### config.mk
export PLATFORM = sky130hd
export DESIGN_NAME = ysyx_22050612_ifu_flat
export DESIGN_NICKNAME = d
export VERILOG_FILES = /design/src/rtl/ysyx_22050612_pkg.sv /design/src/rtl/ysyx_22050612_ifu_if.sv /design/src/rtl/ysyx_22050612_ifu_fsm.sv /design/src/rtl/ysyx_22050612_ifu.sv /design/src/flat_wrapper.sv
export SDC_FILE = /design/constraint.sdc
export NUM_CORES = 1
export LEC_CHECK = 0
export CAP_MARGIN = 20
export CORE_MARGIN = 2
export CORE_UTILIZATION = 49
export DETAILED_ROUTE_END_ITERATION = 16
export GPL_TIMING_DRIVEN = 0
export HOLD_SLACK_MARGIN = 0.05
export PLACE_DENSITY_LB_ADDON = 0.3
export SYNTH_ARGS = -nofsm -noshare
export SYNTH_HDL_FRONTEND = slang
export SYNTH_HIERARCHICAL = 1
export SYNTH_SLANG_ARGS = --single-unit
### constraint.sdc
create_clock -name clk -period 3.55 [get_ports clk]
set_input_delay 0.71 -clock clk [delete_from_list [all_inputs] [get_ports clk]]
set_output_delay 0.71 -clock clk [all_outputs]
set_load 0.03 [all_outputs]
### src/rtl/ysyx_22050612_pkg.sv
// Shared constants and types for the ysyx_22050612 instruction fetch unit.
// State codes are plain constants so older tools and waveform scripts can decode them.
package ysyx_22050612_pkg;

    localparam int XLEN   = 64;
    localparam int INST_W = 32;

    localparam logic [XLEN-1:0]   RESET_PC = 64'h0000_0000_8000_0000;
    localparam logic [INST_W-1:0] NOP_INST = 32'h0000_0013;

    localparam logic [2:0] RST  = 3'd0;
    localparam logic [2:0] REQ  = 3'd1;
    localparam logic [2:0] WAIT = 3'd2;
    localparam logic [2:0] HOLD = 3'd3;
    localparam logic [2:0] NPC  = 3'd4;

    // Instruction as presented downstream, held as one register group.
    typedef struct packed {
        logic [INST_W-1:0] inst;
        logic [XLEN-1:0]   pc;
        logic              fault;
    } inst_pkt_t;

endpackage

### src/rtl/ysyx_22050612_ifu_if.sv
// Fetch unit bus: instruction-memory port, downstream instruction port and dnpc return.
// master is the fetch unit's view; slave is the memory/execute side.
interface ysyx_22050612_ifu_if;
    import ysyx_22050612_pkg::*;

    logic              imem_req_valid;
    logic              imem_req_ready;
    logic [XLEN-1:0]   imem_addr;
    logic              imem_resp_valid;
    logic [INST_W-1:0] imem_resp_data;
    logic              imem_resp_err;

    logic              inst_valid;
    logic              inst_ready;
    logic [INST_W-1:0] inst;
    logic [XLEN-1:0]   inst_pc;
    logic              fetch_fault;

    logic              dnpc_valid;
    logic [XLEN-1:0]   dnpc;

    modport master (
        output imem_req_valid, imem_addr, inst_valid, inst, inst_pc, fetch_fault,
        input  imem_req_ready, imem_resp_valid, imem_resp_data, imem_resp_err,
        input  inst_ready, dnpc_valid, dnpc
    );

    modport slave (
        input  imem_req_valid, imem_addr, inst_valid, inst, inst_pc, fetch_fault,
        output imem_req_ready, imem_resp_valid, imem_resp_data, imem_resp_err,
        output inst_ready, dnpc_valid, dnpc
    );

endinterface

### src/rtl/ysyx_22050612_ifu_fsm.sv
// Fetch sequencing: one instruction in flight, request -> response -> hand-off -> next pc.
// Handshake valids are pure decodes of the state register.
module ysyx_22050612_ifu_fsm
    import ysyx_22050612_pkg::*;
(
    input  logic       clk,
    input  logic       rst_n,
    input  logic       req_ready,
    input  logic       resp_valid,
    input  logic       inst_ready,
    input  logic       dnpc_valid,
    input  logic       dnpc_misaligned,
    output logic [2:0] state,
    output logic       req_valid,
    output logic       inst_valid
);

    logic [2:0] state_nxt;

    always_comb begin
        state_nxt = state;
        case (state)
            RST:     state_nxt = REQ;
            REQ:     if (req_ready)  state_nxt = WAIT;
            WAIT:    if (resp_valid) state_nxt = HOLD;
            HOLD:    if (inst_ready) state_nxt = NPC;
            // A misaligned target never reaches memory; it is reported as a faulting nop.
            NPC:     if (dnpc_valid) state_nxt = dnpc_misaligned ? HOLD : REQ;
            default: state_nxt = RST;
        endcase
    end

    always_ff @(posedge clk) begin
        if (!rst_n) state <= RST;
        else        state <= state_nxt;
    end

    assign req_valid  = (state == REQ);
    assign inst_valid = (state == HOLD);

endmodule

### src/rtl/ysyx_22050612_ifu.sv
// Instruction fetch unit: owns the architectural pc, fetches one word per instruction
// and waits for the execute stage's dnpc before the next fetch.
module ysyx_22050612_ifu #(
    parameter logic [63:0] RESET_PC = ysyx_22050612_pkg::RESET_PC,
    parameter int          CNT_W    = 64
) (
    input  logic                   clk,
    input  logic                   rst_n,
    ysyx_22050612_ifu_if.master    bus,
    output logic [CNT_W-1:0]       fetch_cnt
);
    import ysyx_22050612_pkg::*;

    logic [2:0]      state;
    logic [XLEN-1:0] pc;
    inst_pkt_t       held;
    logic            misaligned;

    assign misaligned = (bus.dnpc[1:0] != 2'b00);

    ysyx_22050612_ifu_fsm u_fsm (
        .clk             (clk),
        .rst_n           (rst_n),
        .req_ready       (bus.imem_req_ready),
        .resp_valid      (bus.imem_resp_valid),
        .inst_ready      (bus.inst_ready),
        .dnpc_valid      (bus.dnpc_valid),
        .dnpc_misaligned (misaligned),
        .state           (state),
        .req_valid       (bus.imem_req_valid),
        .inst_valid      (bus.inst_valid)
    );

    always_ff @(posedge clk) begin
        if (!rst_n) begin
            pc        <= RESET_PC;
            held      <= '0;
            fetch_cnt <= '0;
        end else begin
            case (state)
                WAIT: if (bus.imem_resp_valid)
                    held <= '{bus.imem_resp_data, pc, bus.imem_resp_err};
                HOLD: if (bus.inst_ready)
                    fetch_cnt <= fetch_cnt + CNT_W'(1);
                NPC: if (bus.dnpc_valid) begin
                    pc <= bus.dnpc;
                    if (misaligned) held <= '{NOP_INST, bus.dnpc, 1'b1};
                end
                default: ;
            endcase
        end
    end

    // pc only changes in NPC, so the address is stable for the whole REQ wait.
    assign bus.imem_addr   = pc;
    assign bus.inst        = held.inst;
    assign bus.inst_pc     = held.pc;
    assign bus.fetch_fault = held.fault;

endmodule

### src/flat_wrapper.sv
// flat-port wrapper written by rule: the top's interface ports become plain ports
module ysyx_22050612_ifu_flat import ysyx_22050612_pkg::*;
#(
    parameter logic [63:0] RESET_PC = ysyx_22050612_pkg::RESET_PC,
    parameter int          CNT_W    = 64
)
  (clk, rst_n, fetch_cnt, bus_imem_req_valid, bus_imem_addr, bus_inst_valid, bus_inst, bus_inst_pc, bus_fetch_fault, bus_imem_req_ready, bus_imem_resp_valid, bus_imem_resp_data, bus_imem_resp_err, bus_inst_ready, bus_dnpc_valid, bus_dnpc);
  ysyx_22050612_ifu_if bus_i ();
  input  logic clk;
  input  logic rst_n;
  output logic [CNT_W-1:0] fetch_cnt;
  output wire logic [$bits(bus_i.imem_req_valid)-1:0] bus_imem_req_valid;
  output wire logic [$bits(bus_i.imem_addr)-1:0] bus_imem_addr;
  output wire logic [$bits(bus_i.inst_valid)-1:0] bus_inst_valid;
  output wire logic [$bits(bus_i.inst)-1:0] bus_inst;
  output wire logic [$bits(bus_i.inst_pc)-1:0] bus_inst_pc;
  output wire logic [$bits(bus_i.fetch_fault)-1:0] bus_fetch_fault;
  input wire logic [$bits(bus_i.imem_req_ready)-1:0] bus_imem_req_ready;
  input wire logic [$bits(bus_i.imem_resp_valid)-1:0] bus_imem_resp_valid;
  input wire logic [$bits(bus_i.imem_resp_data)-1:0] bus_imem_resp_data;
  input wire logic [$bits(bus_i.imem_resp_err)-1:0] bus_imem_resp_err;
  input wire logic [$bits(bus_i.inst_ready)-1:0] bus_inst_ready;
  input wire logic [$bits(bus_i.dnpc_valid)-1:0] bus_dnpc_valid;
  input wire logic [$bits(bus_i.dnpc)-1:0] bus_dnpc;
  assign bus_imem_req_valid = bus_i.imem_req_valid;
  assign bus_imem_addr = bus_i.imem_addr;
  assign bus_inst_valid = bus_i.inst_valid;
  assign bus_inst = bus_i.inst;
  assign bus_inst_pc = bus_i.inst_pc;
  assign bus_fetch_fault = bus_i.fetch_fault;
  assign bus_i.imem_req_ready = bus_imem_req_ready;
  assign bus_i.imem_resp_valid = bus_imem_resp_valid;
  assign bus_i.imem_resp_data = bus_imem_resp_data;
  assign bus_i.imem_resp_err = bus_imem_resp_err;
  assign bus_i.inst_ready = bus_inst_ready;
  assign bus_i.dnpc_valid = bus_dnpc_valid;
  assign bus_i.dnpc = bus_dnpc;
  ysyx_22050612_ifu #(.RESET_PC(RESET_PC), .CNT_W(CNT_W)) u_core (.clk(clk), .rst_n(rst_n), .bus(bus_i), .fetch_cnt(fetch_cnt));
endmodule
# [Word level (Yosys, flattened, before mapping)]
# Cells that the tools add are included.
# W data, S select, Z words.
[word_totals] regBits=228 latch_bits=0 mem_bits_rw=0 romBits=0 input_bits=103 out_inout_bits=227 elab_cells=33 memories=0
[classes] n_addsub=1 multipliers=0 div_mod_pow=0 magnitude_cmp=0 n_eq_ne=9 shifts=0 mux=10 n_bitwise=0 n_reduce_logical=7
[op_table] cell="$mux W97" n=3
[op_table] cell="$pmux W97 S2" n=1
[op_table] cell="$add A64 B1 Y64 const B" n=1
[op_table] cell="$pmux W3 S5" n=1
[op_table] cell="$mux W3" n=4
[op_table] cell="$reduce_and A4 Y1" n=2
[op_table] cell="$eq A3 B2 Y1 const B" n=2
[op_table] cell="$ne A2 B2 Y1 const B" n=3
[op_table] cell="$ne A2 B1 Y1 const B" n=2
[op_table] cell="$reduce_and A2 Y1" n=2
[op_table] cell="$reduce_bool A2 Y1" n=2
[op_table] cell="$eq A3 B1 Y1 const B" n=1
[op_table] cell="$eq A3 B3 Y1 const B" n=1
[op_table] cell="$logic_not A3 Y1" n=1
[op_table] cell="$mux W2" n=1

# [Longest topological paths before layout]
[logic_depth] ltp_word=4 ltp_mapped=8 ltp_nobuf=6

# [By module]
# Netlist, hierarchy kept.
[by_module_without_submodules] module="ysyx_22050612_ifu" n_inst=1 cells_per_inst=1050 area_per_inst_um2=9222.6 seq_area_each_um2=4504.3
[by_module_without_submodules] module="ysyx_22050612_ifu_fsm" n_inst=1 cells_per_inst=27 area_per_inst_um2=222.7 seq_area_each_um2=60.1

# [Worst setup path before layout]
# No wires, ideal clock.
[synth_timing] kind="input to register" from="in bus_inst_ready" to="reg u_core.fetch_cnt[63]" setup_time_ps=70 arrival_time_ps=2041 t_required_ps=3480 slack_ps=1439 stages=6 path_buffers=1 cell_sequence="nand4b_4 -> nor3_4 -> nand3_1 -> buf_2 -> or4_1 -> a21oi_1"
[synth_between] elab_chain_len=1
[synth_lines] item="start, declared" line="flat_wrapper.sv:22" rtl="input wire logic [$bits(bus_i.inst_ready)-1:0] bus_inst_ready;"
[synth_lines] item="$reduce_and A2 Y1 (no line)"
[synth_lines] item="end signal, assigned" line="ysyx_22050612_ifu.sv:44" rtl="fetch_cnt <= fetch_cnt + CNT_W'(1);"
[synth_lines] item="end, declared" line="ysyx_22050612_ifu.sv:10" rtl="output logic [CNT_W-1:0] fetch_cnt"
# Every way passes these cells.
# A chain may end at the register's enable or synchronous reset.

# [Worst setup path after layout]
[layout_timing] from="in bus_imem_resp_valid" to="reg u_core.held (netlist bit u_core/bus.inst_pc[49])"
[layout_between] elab_chain_len=2
[layout_lines] item="start, declared" line="flat_wrapper.sv:19" rtl="input wire logic [$bits(bus_i.imem_resp_valid)-1:0] bus_imem_resp_valid;"
[layout_lines] item="$ne A2 B2 Y1 (no line)"
[layout_lines] item="$reduce_and A4 Y1 (no line)"
[layout_lines] item="end signal, assigned" line="ysyx_22050612_ifu.sv:42" rtl="held <= '{bus.imem_resp_data, pc, bus.imem_resp_err};"
[layout_lines] item="end signal, assigned" line="ysyx_22050612_ifu.sv:47" rtl="if (misaligned) held <= '{NOP_INST, bus.dnpc, 1'b1};"
[layout_lines] item="end, declared" line="ysyx_22050612_ifu.sv:16" rtl="inst_pkt_t held;"
# Every way passes these cells.

==> summary.txt <==
Synth
  • Syn Nets: 1,181
  • Synthesis-stage register bit count: 228
  • Post-synth top flop: dfxtp_1
  • Cell area after synthesis: 9450 sq um
  • Cells after synthesis: 1,077
  • Yosys top cell area share: 48.3%
  • Area leader, netlist: dfxtp_1
  • Post-synth EDFFs: 0
  • Cell variety after synth: 56
  • Avg Synthesized Cell Area: 8.77 sq um
  • Synth top area cells: dfxtp_1 (48%), mux2i_1 (6.8%), nand2_1 (6.4%)
  • Register area share after synthesis: 48.3%
  • Post-synth ARST share: 0%
  • Ys Warns: 6

Clock network
  • Post-CTS Setup Bufs: 0
  • CTS tree: built
  • Root Buffer: clkbuf_16
  • CTS Buf Count: 24
  • # resized after CTS: 0
  • Longest Clk Path Bufs: 3
  • Clk pin slew, worst setup/hold paths: 60 ps
  • Hold Buf Count CTS: 0
  • Clock sink count: 228
  • H-tree levels: 1
  • Worst-skew pair later-pin latency: 520 ps

Placed design
  • Placed cell count: 1,666
  • PortBufs: 329
  • GPL Wtd Cong: 0.894
  • Dpl hpwl: 22,600 um

Layout
  • Register area: 4560 sq um
  • Fillers: 1,431
  • Post-layout net count: 1,536
  • Area occupied by multi-input gates: 4540 sq um
  • Non-filler instance count after layout: 1,708
  • Commonest non-fill, non-tap cell in the layout: clkdlybuf4s50_1
  • Fraction of layout cells with a size suffix above 1: 4.83%
  • Area growth syn-to-layout: 46.7%
  • Most frequent cells in the layout: clkdlybuf4s50_1 (329), dfxtp_1 (228), nand2_1 (160), nor2_1 (133), a21oi_1 (94)
  • Diodes inserted: 0

Worst setup path
  • R2R setup slack: 940 ps
  • Crit path kind: input pin to flop
  • Cell Chain, Critical Path: clkdlybuf4s50_1 > nor4bb_1 > a21o_1 > buf_2 > buf_2 > buf_2 > nor2_1 > a211oi_1
  • Arrival @ worst endpoint: 3280 ps
  • CP Buf/Inv Count: 4
  • Startpoint Class: input pin
  • Family with the most delay on the worst path: buffers and inverters
  • Worst-path fanout max: 10
  • Most frequent CP cell: buf_2
  • Worst path required time: 3960 ps
  • CP max-delay cell: nor4bb_1
  • Max stage delay on crit path: 790 ps
  • Crit end category: flop

Floorplan
  • Die footprint: 20,400 sq um
  • Core ar.: 18,800 sq um
  • DIE WIDTH: 143 um
  • Row cnt: 50
  • Die height: 143 um
  • Initial Util: 50.2%
  • I/O pins: 330

Route
  • DRT iter0 DRCs: 529
  • Wire per inst: 18.1 um
  • DRC violations left: 0
  • Post-DRT Antenna Nets: 0
  • Via count: 9,464
  • DR vias/cell: 5.54
  • Total Wirelength: 31,000 um
  • Drt first pass iters: 6

Timing
  • Min Clock Period, post-route: 2870 ps
  • Slew headroom: 40.9%
  • Worst Tran Pin Value: 875 ps
  • # setup viols final: 0
  • RSZ-0062 raised after global routing: no
  • Period utilisation layout: 80.7%
  • Endpoints failing hold: 0
  • Final Max Slew Viols: 0
  • TNS Setup: 0 ps
  • Achievable clock frequency: 349 MHz
  • Fin Clk Skew: 15.3 ps

Power and ir drop
  • Power consumption: 6.11 mW
  • LEAKAGE: 4.47 nW
  • Peak supply drop: 0.356 mV
  • P per Cell Area: 441 nW/um^2

Hold path
  • Hold crit path type: flop to flop

GRT
  • Grt ovf: 0
  • Pin count of the biggest net entering global routing: 16
  • Number of global-route vias before repair: 9,258
  • First-pass GRT wire length: 48,500 um
  • Initial antenna violation count: 0
  • Tot GR Track Use: 29.6%

Outcome
  • Status: finished clean

Flow run
  • Max-cap viol count: 0
## per-layer routing
layer  wire length (um)  share of wire (%)  track usage [%]
met5                  0                  0                0
met4               1080                3.5             9.48
met3               2710                8.8             8.28
met2              15000                 48             51.3
met1              12200                 39             35.6
## state kept, by name (all words and copies together) (netlist names)
signal,cells
u_core/bus.imem_addr,64
u_core/bus.inst_pc,64
u_core/fetch_cnt,64
u_core/bus.inst,32
u_core/u_fsm/state,3
u_core/bus.fetch_fault,1
## worst register-to-register path, cell delays in order (launching register included)
cell and delay (ps):
dfxtp_1 440, nor4bb_1 810, a21o_1 140, buf_2 160, buf_2 310, buf_2 290, nor2_1 90, a211oi_1 270
## stage by stage
step | instance area, sq um | utilization, % | worst slack, ps | hold WS, ps
final | 13900 | 73.6 | 684 | 470
after global routing | 13900 | 73.6 | 484 | 490
after CTS | 13900 | 73.6 | 665 | 470
after detailed placement | 13100 | 69.4 | 132 | 461
after global placement | 13100 | 69.4 | 132 | 455
after floorplan | 9450 | - | 1440 | 594
## Yosys cell counts, types with 11 or more instances
master,number
dfxtp_1,228
nand2_1,160
nor2_1,133
a21oi_1,94
a211oi_1,66
mux2i_1,64
clkbuf_1,53
a22oi_1,29
nand4_1,26
or3_1,21
o21ai_0,20
nand3_1,19
xnor2_1,17
buf_2,14
xor2_1,13
or4_1,11
## worst paths after layout
check	startpoint	depth (start not counted)	endpoint
worst max register to register	u_core/u_fsm/state[0]	7	u_core/bus.inst_pc[49]
worst max-delay path	bus_imem_resp_valid	8	u_core/bus.inst_pc[49]
worst min-delay path	u_core/bus.imem_addr[29]	2	u_core/bus.imem_addr[29]
worst min register to register	u_core/bus.imem_addr[29]	2	u_core/bus.imem_addr[29]
## kinds of logic after synthesis
group,Yosys count,share of synthesized area [%]
buf+inv,83,3.62
xor+xnor,30,2.78
fa+ha+maj,1,0.132
compound gates,234,15.8
mux,64,6.78
simple gates,437,22.5
flops,228,48.3
## layout make-up
type | count | area share, %
timing repair buffer | 329 | 23.8
inverter | 9 | 0.244
clock buffer | 37 | 5.12
sequential | 228 | 32.9
tap | 260 | 2.35
multi-input combinational | 766 | 32.8
clock inverter | 5 | 0.623
buffer | 74 | 2.22
## power breakdown
group	switching [mW]	internal, mW
clock network	0.999	1.52
registers	0.0620	2.66
logic	0.502	0.377
total	1.56	4.55
Note: power is estimated with default switching activity, not from simulation.
